**src/rtl/sdp_pipe_impl_if.sv**
```systemverilog
// sdp_pipe_impl_if
//   Operand/result handshake bundle for the sdp pipeline.
//   master : drives operands and out_ready, observes in_ready and the result
//   slave  : the pipeline itself
// Signals
//   in_valid / in_ready    : operand bundle handshake
//   ctl_1, ctl_2, a, b, c  : operand bundle (a, b, c are WIDTH bits)
//   out_valid / out_ready  : result handshake
//   out_data               : WIDTH-bit result
interface sdp_pipe_impl_if #(
    parameter int WIDTH = 8
);
    logic             in_valid;
    logic             in_ready;
    logic             ctl_1;
    logic             ctl_2;
    logic [WIDTH-1:0] a;
    logic [WIDTH-1:0] b;
    logic [WIDTH-1:0] c;
    logic             out_valid;
    logic             out_ready;
    logic [WIDTH-1:0] out_data;

    modport master (
        output in_valid, ctl_1, ctl_2, a, b, c, out_ready,
        input  in_ready, out_valid, out_data
    );

    modport slave (
        input  in_valid, ctl_1, ctl_2, a, b, c, out_ready,
        output in_ready, out_valid, out_data
    );
endinterface

```
**src/rtl/sdp_pipe_impl.sv**
```systemverilog
// sdp_pipe_impl
//   Three-stage elastic pipeline computing
//     t = ctl_1 ? a + b : a - b          (modulo 2^WIDTH)
//     r = ctl_2 ? t ^ c : t + c          (modulo 2^WIDTH)
//   A result is visible after the third clock edge counting the accepting edge,
//   with one result per cycle while out_ready stays high.
// Ports
//   clk      : clock, all state on posedge
//   reset_n  : asynchronous active-low reset
//   flush    : synchronous kill of every in-flight entry; blocks acceptance
//   bus      : sdp_pipe_impl_if.slave (operand and result handshakes)
//   done_cnt : CNT_W-bit count of consumed results, wraps
module sdp_pipe_impl #(
    parameter int WIDTH = 8,
    parameter int CNT_W = 16
) (
    input  logic             clk,
    input  logic             reset_n,
    input  logic             flush,
    sdp_pipe_impl_if.slave   bus,
    output logic [CNT_W-1:0] done_cnt
);

    function automatic logic [WIDTH-1:0] calc_t(input logic             sel_add,
                                               input logic [WIDTH-1:0] op_a,
                                               input logic [WIDTH-1:0] op_b);
        return sel_add ? (op_a + op_b) : (op_a - op_b);
    endfunction

    function automatic logic [WIDTH-1:0] calc_r(input logic             sel_xor,
                                               input logic [WIDTH-1:0] op_t,
                                               input logic [WIDTH-1:0] op_c);
        return sel_xor ? (op_t ^ op_c) : (op_t + op_c);
    endfunction

    logic             vld_p0, vld_p1, vld_p2;
    logic [WIDTH-1:0] t_p0, c_p0;
    logic             ctl_2_p0;
    logic [WIDTH-1:0] r_p1;
    logic [WIDTH-1:0] data_p2;

    logic adv_p0, adv_p1, adv_p2;
    logic accept;
    logic consume;

    // A stage may take new content when it is empty or its successor moves.
    assign adv_p2  = !vld_p2 | bus.out_ready;
    assign adv_p1  = !vld_p1 | adv_p2;
    assign adv_p0  = !vld_p0 | adv_p1;

    assign bus.in_ready  = adv_p0 & !flush;
    assign accept        = bus.in_valid & bus.in_ready;
    assign consume       = vld_p2 & bus.out_ready;

    assign bus.out_valid = vld_p2;
    assign bus.out_data  = data_p2;

    // Valid bits and the consumed-result counter. Flush overrides every
    // handshake, including a result being consumed in the same cycle.
    always_ff @(posedge clk or negedge reset_n) begin
        if (!reset_n) begin
            vld_p0   <= 1'b0;
            vld_p1   <= 1'b0;
            vld_p2   <= 1'b0;
            done_cnt <= '0;
        end else if (flush) begin
            vld_p0   <= 1'b0;
            vld_p1   <= 1'b0;
            vld_p2   <= 1'b0;
        end else begin
            if (adv_p0) vld_p0 <= accept;
            if (adv_p1) vld_p1 <= vld_p0;
            if (adv_p2) vld_p2 <= vld_p1;
            if (consume) done_cnt <= done_cnt + CNT_W'(1);
        end
    end

    // Data registers load only with a real entry, so bubbles keep the old
    // value and ctl inputs are never sampled while in_valid is low.
    always_ff @(posedge clk or negedge reset_n) begin
        if (!reset_n) begin
            t_p0     <= '0;
            c_p0     <= '0;
            ctl_2_p0 <= 1'b0;
            r_p1     <= '0;
            data_p2  <= '0;
        end else begin
            // stage p0: first operation and operand capture
            if (accept) begin
                t_p0     <= calc_t(bus.ctl_1, bus.a, bus.b);
                c_p0     <= bus.c;
                ctl_2_p0 <= bus.ctl_2;
            end
            // stage p1: second operation
            if (adv_p1 && vld_p0 && !flush)
                r_p1 <= calc_r(ctl_2_p0, t_p0, c_p0);
            // stage p2: output register
            if (adv_p2 && vld_p1 && !flush)
                data_p2 <= r_p1;
        end
    end

endmodule

```
**src/flat_wrapper.sv**
```systemverilog
// flat-port wrapper written by rule: the top's interface ports become plain ports
module sdp_pipe_impl_flat 
#(
    parameter int WIDTH = 8,
    parameter int CNT_W = 16
)
  (clk, reset_n, flush, done_cnt, bus_in_valid, bus_ctl_1, bus_ctl_2, bus_a, bus_b, bus_c, bus_out_ready, bus_in_ready, bus_out_valid, bus_out_data);
  sdp_pipe_impl_if #(.WIDTH(WIDTH)) bus_i ();
  input  logic clk;
  input  logic reset_n;
  input  logic flush;
  output logic [CNT_W-1:0] done_cnt;
  input wire logic [$bits(bus_i.in_valid)-1:0] bus_in_valid;
  input wire logic [$bits(bus_i.ctl_1)-1:0] bus_ctl_1;
  input wire logic [$bits(bus_i.ctl_2)-1:0] bus_ctl_2;
  input wire logic [$bits(bus_i.a)-1:0] bus_a;
  input wire logic [$bits(bus_i.b)-1:0] bus_b;
  input wire logic [$bits(bus_i.c)-1:0] bus_c;
  input wire logic [$bits(bus_i.out_ready)-1:0] bus_out_ready;
  output wire logic [$bits(bus_i.in_ready)-1:0] bus_in_ready;
  output wire logic [$bits(bus_i.out_valid)-1:0] bus_out_valid;
  output wire logic [$bits(bus_i.out_data)-1:0] bus_out_data;
  assign bus_i.in_valid = bus_in_valid;
  assign bus_i.ctl_1 = bus_ctl_1;
  assign bus_i.ctl_2 = bus_ctl_2;
  assign bus_i.a = bus_a;
  assign bus_i.b = bus_b;
  assign bus_i.c = bus_c;
  assign bus_i.out_ready = bus_out_ready;
  assign bus_in_ready = bus_i.in_ready;
  assign bus_out_valid = bus_i.out_valid;
  assign bus_out_data = bus_i.out_data;
  sdp_pipe_impl #(.WIDTH(WIDTH), .CNT_W(CNT_W)) u_core (.clk(clk), .reset_n(reset_n), .flush(flush), .bus(bus_i), .done_cnt(done_cnt));
endmodule
```
**config.mk**
```make
export PLATFORM = sky130hd
export DESIGN_NAME = sdp_pipe_impl_flat
export DESIGN_NICKNAME = d
export VERILOG_FILES = /design/src/rtl/sdp_pipe_impl_if.sv /design/src/rtl/sdp_pipe_impl.sv /design/src/flat_wrapper.sv
export SDC_FILE = /design/constraint.sdc
export NUM_CORES = 1
export LEC_CHECK = 0
export ABC_AREA = 0
export CAP_MARGIN = 20
export CELL_PAD_IN_SITES_DETAIL_PLACEMENT = 0
export CELL_PAD_IN_SITES_GLOBAL_PLACEMENT = 1
export CORE_MARGIN = 2
export CORE_UTILIZATION = 43
export CTS_CLUSTER_SIZE = 30
export DETAILED_ROUTE_END_ITERATION = 10
export PLACE_DENSITY_LB_ADDON = 0.1
export RECOVER_POWER = 100
export SETUP_SLACK_MARGIN = 0.02
export SYNTH_ARGS = -nofsm -noshare
export SYNTH_HDL_FRONTEND = slang
export SYNTH_SLANG_ARGS = --single-unit
```
**constraint.sdc**
```tcl
create_clock -name clk -period 3.5 [get_ports clk]
set_clock_uncertainty 0.15 [all_clocks]
set_input_delay 0.525 -clock clk [delete_from_list [all_inputs] [get_ports clk]]
set_output_delay 0.525 -clock clk [all_outputs]
set_load 0.02 [all_outputs]
```
# == After elaboration in Yosys (flattened, before gate mapping) ==
# Cells that the tools add are included.
# classes
n_bitwise,8
mux,8
addsub,4
reduce_logical,12
# ops
operator,count
$add A16 B1 Y16 const B,1
$add A8 B8 Y8,2
$mux W8,2
$sub A8 B8 Y8,1
$xor A8 B8 Y8,1
$mux W1,6
$reduce_bool A2 Y1,3
$logic_and A1 B1 Y1,4
$logic_not A1 Y1,4
$and A1 B1 Y1,3
$or A1 B1 Y1,3
$reduce_and A2 Y1,1
$not A1 Y1,1
# word_totals
output_inout_bits,26
wordCells,41
inputBits,31
ff_bits,52

# == Depth between registers and ports, before layout ==
# Gate-level depths: netlist of the first run.
# depth
depth_word,8
ltp_mapped,10
depth_no_buf,10

# == Worst setup path after synthesis of the first run ==
# OpenSTA, ideal clock, no wires.
# synth_timing
path_type,in2reg
startpoint,in bus_b[0]
endpoint,reg u_core.t_p0[6]
setup_time_ns,0.124
path_stages,9
required_time_ns,3.226
arrival_time_ns,2.313
path_slack_ns,0.913
path_buffers,0
cell_sequence,inv_1 > ha_1 > mux2_2 > fa_1 > a21o_1 > a21o_1 > a21oi_1 > nor4b_1 > a211o_1
# synth_via
elab_chain_len,2
word_cells_on_any_way,3
# synth_rtl
element,line_no,rtl
from (decl),flat_wrapper.sv:17,input wire logic [$bits(bus_i.b)-1:0] bus_b;
$sub A8 B8 Y8 or $add A8 B8 Y8 (tied branches),sdp_pipe_impl.sv:27,return sel_add ? (op_a + op_b) : (op_a - op_b);
$mux W8 *,sdp_pipe_impl.sv:27,
to (signal assigned),sdp_pipe_impl.sv:90,"t_p0 <= calc_t(bus.ctl_1, bus.a, bus.b);"
to (decl),sdp_pipe_impl.sv:37,"logic [WIDTH-1:0] t_p0, c_p0;"
# Every way passes the cells marked *; elsewhere a longest branch is shown, timed or not.
# A chain may end at the register's enable or synchronous reset.

# == Final worst setup path of the first run ==
# Ends and elaborated chain as after synthesis.

==> flow_summary.ini, run 1 <==
[die]
rows = 29
die_x_um = 84.4
pin_count = 57
die_area_um2 = 7130
die_y_um = 84.4
start_util_pct = 44.0
core_um2 = 6310

[route]
num_vias = 2004
wirelength_mm = 4.95
dr.pass1.iters = 4
viasPerCell = 5.09
drc = 0
drt-wirelength-per-cell_um = 12.6
drtIter0Drc = 49
detail-route-antenna-nets = 0

[clock_network]
cts_hold_buf = 0
clock-sinks = 52
clk_latency_ns = 0.30
postCtsSetupBuffers = 0
clkTransAtPathRegs_ns = 0.09
clock_path_buffers = 2
cts_resized = 0
cts_max_level = 2
numCtsBuffers = 5
cts_tree = yes
root_buffer = clkbuf_8

[yosys]
synth.distinct_cells = 37
synthCells = 257
syn_nets = 306
yosys_warnings = 0
ys_seq_area_share_pct = 46.8
synth_area_per_cell_um2 = 10.8
ys_seq_elements = 52
netlist_area_um2 = 2780

[sta]
timing.final.crit_share_pct = 87.1
finalHoldViolCount = 0
relSlewSlack_pct = -27.9
hold_slack_ns = 0.315
slew_viol_final = 37
final.min_clock_period_ns = 3.05
worst_slew_pin_slew_ns = 1.92
setup_violations = 0
rsz0062_at_grt = false
max_freq_ghz = 0.328
setup-tns-final_ns = 0

[power_and_ir_drop]
total_leakage_power_uw = 0.00160
irDropWorstVdd_mv = 0.312
power_uw = 1790
power_density_nw_per_um2 = 515

[worst_setup_path]
crit_path_max_incr_delay_ns = 0.58
path_class = in2reg
crit_required_ns = 3.54
arrival_ns = 3.09
path_cells = dlygate4sd3_1 -> inv_1 -> ha_1 -> mux2_1 -> fa_1 -> a21o_1 -> a21o_1 -> a21oi_1 -> nor4b_1 -> a211o_1
crit_top_cell = a21o_1
cp_max_fo = 3
endpoint_kind = register
cp-start-kind = input pin
cp.buffers_inverters = 2
cp_top_family = compound AO/OA/AOI/OAI gates
slowest_stage = dlygate4sd3_1

[grt]
grt_pass1_vias = 1937
antenna_found_initial = 0
grt-ovfl-total = 0
track_usage_pct = 14.7
grt_pass1_wl_mm = 8.60
grt_max_degree = 37

[hold_path]
hold_path.class = reg2reg

[job]
max_cap_violations = 1

[layout]
antenna_cells = 0
nNetsFinal = 365
drive_gt1_share_pct = 8.83
layout_commonest_cell = dfrtp_1
area_growth_pct = 25.4
layout_common_cells = dfrtp_1 (52), dlygate4sd3_1 (29), clkdlybuf4s50_1 (26), xnor2_1 (23), nand2_1 (22)

[placed_design]
port_buffers = 56
place.gp.congestion = 0.752
dp_hpwl_mm = 3.91

[run_status]
status = finished with violations
violations = capacitance limit, slew limit
[layout make-up]
type	instances	area [µm²]
multi-input cells	187	1390
clock inverters	1	7.51
fillers	613	2830
well taps	77	96.3
inverters	11	41.3
clock buffers	7	86.3
flip-flops and latches	52	1300
repair buffers	59	566
[synthesized netlist by cell type (all sizes together)]
cell     number  area [µm²]
inv          11        41.3
ha           16         200
xor2          9        78.8
a211o         2        17.5
and3          2        12.5
a31oi         6        37.5
buf           4        32.5
and4          2        17.5
a31o          1        8.76
a2111oi       1        8.76
a21o          5        37.5
o21ai        11        55.1
dfrtp        52        1300
xnor2        23         201
nand3b        2        15.0
o21bai        2        15.0
nand2        22        82.6
nand3         8        40.0
a211oi        2        15.0
nor3          6        30.0
nand2b        3        18.8
nand4         3        18.8
a311o         1        10.0
fa            2        40.0
clkbuf        3        11.3
nor2b         1        6.26
a21oi        10        50.1
mux2         21         236
o21a          3        22.5
o31ai         1        7.51
o31a          1        8.76
nor2         17        63.8
nor4b         1        8.76
and3b         1        8.76
nor3b         2        20.0
[registers in the layout, indices dropped and copies added (netlist names)]
name / count
u_core.bus.out_valid: 1
u_core.ctl_2_p0: 1
u_core.done_cnt: 16
u_core.c_p0: 8
u_core.r_p1: 8
u_core.vld_p1: 1
u_core.bus.out_data: 8
u_core.t_p0: 8
u_core.vld_p0: 1
[where the power goes]
group	switching, µW	internal (µW)
clock	193	161
combinational	301	320
sequential	81.6	738
total	576	1220
[per-layer routing]
| metal | share of wire, % | wire length [µm] | track usage (%) | vias up |
|---|---|---|---|---|
| li1 | - | - | - | 1016 |
| met2 | 48 | 2360 | 25.1 | 33 |
| met4 | 1.4 | 70 | 4.76 | 0 |
| met1 | 47 | 2350 | 18.7 | 949 |
| met5 | 0 | 0 | 0 | - |
| met3 | 3.5 | 174 | 3.15 | 6 |
[metrics by stage]
stage / utilization (%) / std cells / cell area [µm²] / setup slack [ns]
4_1_cts: 55.5 / 394 / 3500 / 0.571
3_5_place_dp: 54.0 / 386 / 3410 / 0.262
6_report: 55.2 / 394 / 3490 / 0.451
2_1_floorplan: - / 257 / 2780 / 0.913
3_3_place_gp: 54.0 / 386 / 3410 / 0.290
5_1_grt: 55.2 / 394 / 3490 / 0.327
[logic make-up (layout without fill, tap and decap cells)]
logic type | after synthesis | in the layout | synth area share, %
buffers and inverters | 18 | 78 | 3.06
AND/OR/NAND/NOR | 70 | 70 | 12.3
flip-flops | 52 | 52 | 46.8
XOR/XNOR | 32 | 32 | 10.1
multiplexers | 21 | 21 | 8.51
adder cells (fa/ha/maj) | 18 | 18 | 8.64
AO/OA/AOI/OAI | 46 | 46 | 10.6
[path summary, 6_finish.rpt]
| kind | start | to | slack [ns] | depth (start not counted) |
|---|---|---|---|---|
| max | bus_b[0] | u_core.t_p0[6]$_DFFE_PN0P_ | 0.45 | 10 |
| min | u_core.done_cnt[15]$_DFFE_PN0P_ | u_core.done_cnt[15]$_DFFE_PN0P_ | 0.32 | 1 |
| min in group asynchronous | reset_n | u_core.done_cnt[13]$_DFFE_PN0P_ | 0.59 | 1 |
| min reg2reg | u_core.done_cnt[15]$_DFFE_PN0P_ | u_core.done_cnt[15]$_DFFE_PN0P_ | 0.32 | 1 |
| max in group asynchronous | reset_n | u_core.c_p0[3]$_DFFE_PN0P_ | 1.00 | 2 |
| max reg2reg | u_core.bus.out_valid$_DFFE_PN0P_ | u_core.c_p0[0]$_DFFE_PN0P_ | 0.97 | 4 |
[worst reg2reg max path, stage by stage (launching register included)]
cell	delay (ns)
dfrtp_1	0.38
nor2b_1	0.38
a311o_1	0.41
clkbuf_1	0.67
mux2_2	0.42
Power figures use the tool's default switching activity.
==> run 2: changes to the inputs <==
Settings changed: CORE_UTILIZATION 43 to 44, CTS_BUF_LIST set to sky130_fd_sc_hd__clkbuf_4 sky130_fd_sc_hd__clkbuf_8.
==> flow_summary.ini, run 2 (synthesis results as in run 1) <==
[run_status]
status = finished with violations
violations = capacitance limit, slew limit

[sta]
setup_violations = 0
relSlewSlack_pct = -27.1
timing.final.crit_share_pct = 87.0
worst_slew_pin_slew_ns = 1.91
slew_viol_final = 35
max_freq_ghz = 0.328
rsz0062_at_grt = false
finalHoldViolCount = 0
setup-tns-final_ns = 0
final.min_clock_period_ns = 3.04

[layout]
layout_commonest_cell = dfrtp_1
antenna_cells = 0
final_area_um2 = 3500
largest_reg_flops = 16
drive_gt1_share_pct = 9.15
nNetsFinal = 365
area_growth_pct = 26.0
regMostFlops = u_core.done_cnt
layout_common_cells = dfrtp_1 (52), dlygate4sd3_1 (29), clkdlybuf4s50_1 (26), xnor2_1 (23), nand2_1 (22)

[route]
detail-route-antenna-nets = 0
drtIter0Drc = 67
dr.pass1.iters = 4
num_vias = 1988
viasPerCell = 5.07
drc = 0
wirelength_mm = 4.94
drt-wirelength-per-cell_um = 12.6

[worst_setup_path]
path_depth = 10
reg2reg_setup_slack_ns = 0.94
arrival_ns = 3.08
cp-start-kind = input pin
endpoint_kind = register
crit_required_ns = 3.54
slowest_stage = dlygate4sd3_1
crit_top_cell = a21o_1
cp.buffers_inverters = 2
path_cells = dlygate4sd3_1 -> inv_1 -> ha_1 -> mux2_1 -> fa_1 -> a21o_1 -> a21o_1 -> a21oi_1 -> nor4b_1 -> a211o_1
cp_max_fo = 3
rr_worst_depth = 4
crit_path_max_incr_delay_ns = 0.57
path_class = in2reg
cp_top_family = compound AO/OA/AOI/OAI gates

[placed_design]
place_area_um2 = 3410
port_buffers = 56
place.gp.congestion = 0.718
dp_hpwl_mm = 3.82

[grt]
grt_max_degree = 35
antenna_found_initial = 0
grt_pass1_vias = 1860
grt-ovfl-total = 0
grt_pass1_wl_mm = 8.38
track_usage_pct = 14.5

[power_and_ir_drop]
switchingPower_uw = 576
p_int_uw = 1270
pwr-share-comb_pct = 33.7
clkPwrFrac_pct = 22.0
irDropWorstVdd_mv = 0.315
total_leakage_power_uw = 0.00161
power_density_nw_per_um2 = 527
swShare_pct = 31.2
pwr-share-seq_pct = 44.3
power_uw = 1850

[clock_network]
cts_resized = 0
postCtsSetupBuffers = 0
cts_max_level = 2
cts_hold_buf = 0
clk_latency_ns = 0.29
root_buffer = clkbuf_8
clock_path_buffers = 2
cts_tree = yes
clkTransAtPathRegs_ns = 0.10
numCtsBuffers = 5
clock-sinks = 52

[die]
core_um2 = 6030
pin_count = 57
die_y_um = 83.5
die_x_um = 83.5
rows = 28
start_util_pct = 46.1
die_area_um2 = 6970

[hold_path]
hold_path.class = reg2reg
holdPathStages = 1

[job]
max_cap_violations = 1
-- run 2: cell count changes in the layout (fill, tap and decap cells not counted), sizes merged --
cell | previous run | this run
clkinv | 0 | 1
clkbuf | 11 | 9
bufinv | 0 | 1
-- run 2: through the flow --
stage	utilization (%)	setup WS, ns	cells	hold WS (ns)
4_1_cts	58.4	0.572	392	0.173
3_5_place_dp	56.6	0.272	384	0.311
2_1_floorplan	-	0.913	257	0.0794
6_report	58.1	0.456	392	0.314
3_3_place_gp	56.6	0.296	384	0.306
5_1_grt	58.1	0.330	392	0.328
-- run 2: power by group through the flow --
stage	clock network [µW]	registers [µW]	logic (µW)
final	405	818	623
after CTS	423	822	657
after floorplan	0	885	360
after global routing	442	839	700
after detailed placement	0	835	656
after global placement	0	829	648
-- run 2: worst paths after layout --
path | from | to
worst min register to register | u_core.done_cnt[15]$_DFFE_PN0P_ | u_core.done_cnt[15]$_DFFE_PN0P_
worst min-delay path | u_core.done_cnt[15]$_DFFE_PN0P_ | u_core.done_cnt[15]$_DFFE_PN0P_
min in group asynchronous | reset_n | u_core.done_cnt[13]$_DFFE_PN0P_
worst max-delay path | bus_b[0] | u_core.t_p0[6]$_DFFE_PN0P_
worst max register to register | u_core.bus.out_valid$_DFFE_PN0P_ | u_core.c_p0[3]$_DFFE_PN0P_
max in group asynchronous | reset_n | u_core.t_p0[6]$_DFFE_PN0P_
-- run 2: area by class of cell --
| cell class | instances | area [µm²] |
|---|---|---|
| Tap cell | 75 | 93.8 |
| Sequential cell | 52 | 1300 |
| Fill cell | 566 | 2520 |
| Inverter | 11 | 41.3 |
| Clock buffer | 5 | 68.8 |
| Timing Repair Buffer | 59 | 566 |
| Multi-Input combinational cell | 187 | 1390 |
| Clock inverter | 3 | 42.5 |
-- run 2: routing by layer --
metal	part of all wire [%]	global-route usage, %
met1	51	20.5
met2	45	22.6
met3	3.4	3.17
met4	0.67	3.96
met5	0	0
==> run 3: changes to the inputs <==
Settings changed: CTS_BUF_LIST sky130_fd_sc_hd__clkbuf_4 sky130_fd_sc_hd__clkbuf_8 to sky130_fd_sc_hd__clkbuf_8, PLACE_DENSITY_LB_ADDON 0.1 to 0.12.
==> flow_summary.ini, run 3 (synthesis results as in run 1) <==
[power_and_ir_drop]
power_density_nw_per_um2 = 512
swShare_pct = 31.8
total_leakage_power_uw = 0.00160
p_int_uw = 1220
irDropWorstVdd_mv = 0.298
pwr-share-comb_pct = 34.7
clkPwrFrac_pct = 19.6
switchingPower_uw = 567
pwr-share-seq_pct = 45.7

[grt]
grt_pass1_wl_mm = 8.31
grt-ovfl-total = 0
track_usage_pct = 14.4
grt_pass1_vias = 1881
grt_max_degree = 34
antenna_found_initial = 0

[clock_network]
cts_max_level = 2
clock-sinks = 52
cts_resized = 0
cts_tree = yes
clock_path_buffers = 2
numCtsBuffers = 5
clkTransAtPathRegs_ns = 0.09
cts_hold_buf = 0
postCtsSetupBuffers = 0
root_buffer = clkbuf_8
clk_latency_ns = 0.30

[route]
detail-route-antenna-nets = 0
drt-wirelength-per-cell_um = 12.1
drtIter0Drc = 36
num_vias = 1982
dr.pass1.iters = 4
drc = 0
wirelength_mm = 4.75
viasPerCell = 5.06

[sta]
worst_slew_pin_slew_ns = 1.76
hold_slack_ns = 0.315
timing.final.crit_share_pct = 87.3
slew_viol_final = 34
worst_slack_ns = 0.445
final.min_clock_period_ns = 3.06
setup_violations = 0
rsz0062_at_grt = false
setup-tns-final_ns = 0
finalHoldViolCount = 0
relSlewSlack_pct = -17.4
max_freq_ghz = 0.327

[worst_setup_path]
r2r-start = u_core.bus.out_valid$_DFFE_PN0P_
cp_max_fo = 3
arrival_ns = 3.10
reg2reg_setup_slack_ns = 0.91
cp-start-kind = input pin
rr_worst_depth = 4
crit_path_end = u_core.t_p0[6]$_DFFE_PN0P_
rr_endpoint = u_core.c_p0[3]$_DFFE_PN0P_
crit_required_ns = 3.54
path_class = in2reg
cp-startpoint = bus_b[0]
endpoint_kind = register

[run_status]
violations = capacitance limit, slew limit
status = finished with violations

[die]
die_x_um = 83.5
start_util_pct = 46.1
rows = 28
core_um2 = 6030
die_area_um2 = 6970
die_y_um = 83.5
pin_count = 57

[layout]
antenna_cells = 0
multiInputGateArea_um2 = 1390
largest_reg_flops = 16
final-seq-area_um2 = 1300
nNetsFinal = 365
drive_gt1_share_pct = 8.83
stdcell_count = 392
area_growth_pct = 25.3
layout_common_cells = dfrtp_1 (52), dlygate4sd3_1 (29), clkdlybuf4s50_1 (26), xnor2_1 (23), nand2_1 (22)
fillers = 549
regMostFlops = u_core.done_cnt
layout_commonest_cell = dfrtp_1

[placed_design]
port_buffers = 56
dp.cells = 384
place.gp.congestion = 0.717
dp_slack_ns = 0.235
dp_hpwl_mm = 3.74

[job]
max_cap_violations = 1

[hold_path]
hold_path.class = reg2reg
-- run 3: cell types whose count changed in the layout (fill, tap and decap cells not counted), sizes merged --
cell    delta
bufinv     -1
clkbuf     +1
clkinv     -1
inv        +1
-- run 3: stage by stage --
stage / utilization [%] / power [µW] / area (µm²)
2_1_floorplan: - / 1250 / 2780
5_1_grt: 57.8 / 1920 / 3480
3_3_place_gp: 56.6 / 1480 / 3410
4_1_cts: 58.1 / 1840 / 3500
3_5_place_dp: 56.6 / 1490 / 3410
6_report: 57.8 / 1780 / 3480
-- run 3: worst max-delay path: stages --
cell,delay (ns)
dlygate4sd3_1,0.58
inv_1,0.06
ha_1,0.27
mux2_1,0.34
fa_1,0.44
a21o_1,0.17
a21o_1,0.19
a21oi_1,0.21
nor4b_1,0.09
a211o_1,0.22
-- run 3: layer usage --
metal  track usage [%]  part of all wire [%]  vias to the layer above
met2              22.7                    46                       39
li1                  -                     -                     1021
met1              20.4                    50                      920
met4              3.96                  0.29                        0
met3              2.67                   3.6                        2
met5                 0                     0                        -
-- run 3: layout make-up --
class	count	share of cell area, %
Inverter	11	1.18
Tap cell	75	2.69
Sequential cell	52	37.3
Clock buffer	6	2.37
Timing Repair Buffer	59	16.2
Clock inverter	2	0.323
Multi-Input combinational cell	187	39.9
-- run 3: worst min path at each step --
stage / start / end / slack [ns] / cells past startpoint
final: u_core.done_cnt[15]$_DFFE_PN0P_ / u_core.done_cnt[15]$_DFFE_PN0P_ / 0.31 / 1
after global routing: u_core.done_cnt[15]$_DFFE_PN0P_ / u_core.done_cnt[15]$_DFFE_PN0P_ / 0.35 / 1
after CTS: reset_n / u_core.done_cnt[2]$_DFFE_PN0P_ / 0.15 / 1
after detailed placement: u_core.done_cnt[15]$_DFFE_PN0P_ / u_core.done_cnt[15]$_DFFE_PN0P_ / 0.31 / 1
after global placement: u_core.done_cnt[15]$_DFFE_PN0P_ / u_core.done_cnt[15]$_DFFE_PN0P_ / 0.31 / 1
after floorplan: reset_n / u_core.bus.out_data[0]$_DFFE_PN0P_ / 0.08 / 0
-- run 3: power by group through the flow --
stage / Sequential (µW) / Clock [µW] / Combinational (µW)
2_1_floorplan: 885 / 0 / 360
3_3_place_gp: 829 / 0 / 647
3_5_place_dp: 834 / 0 / 653
4_1_cts: 821 / 364 / 656
5_1_grt: 840 / 389 / 689
6_report: 815 / 349 / 619
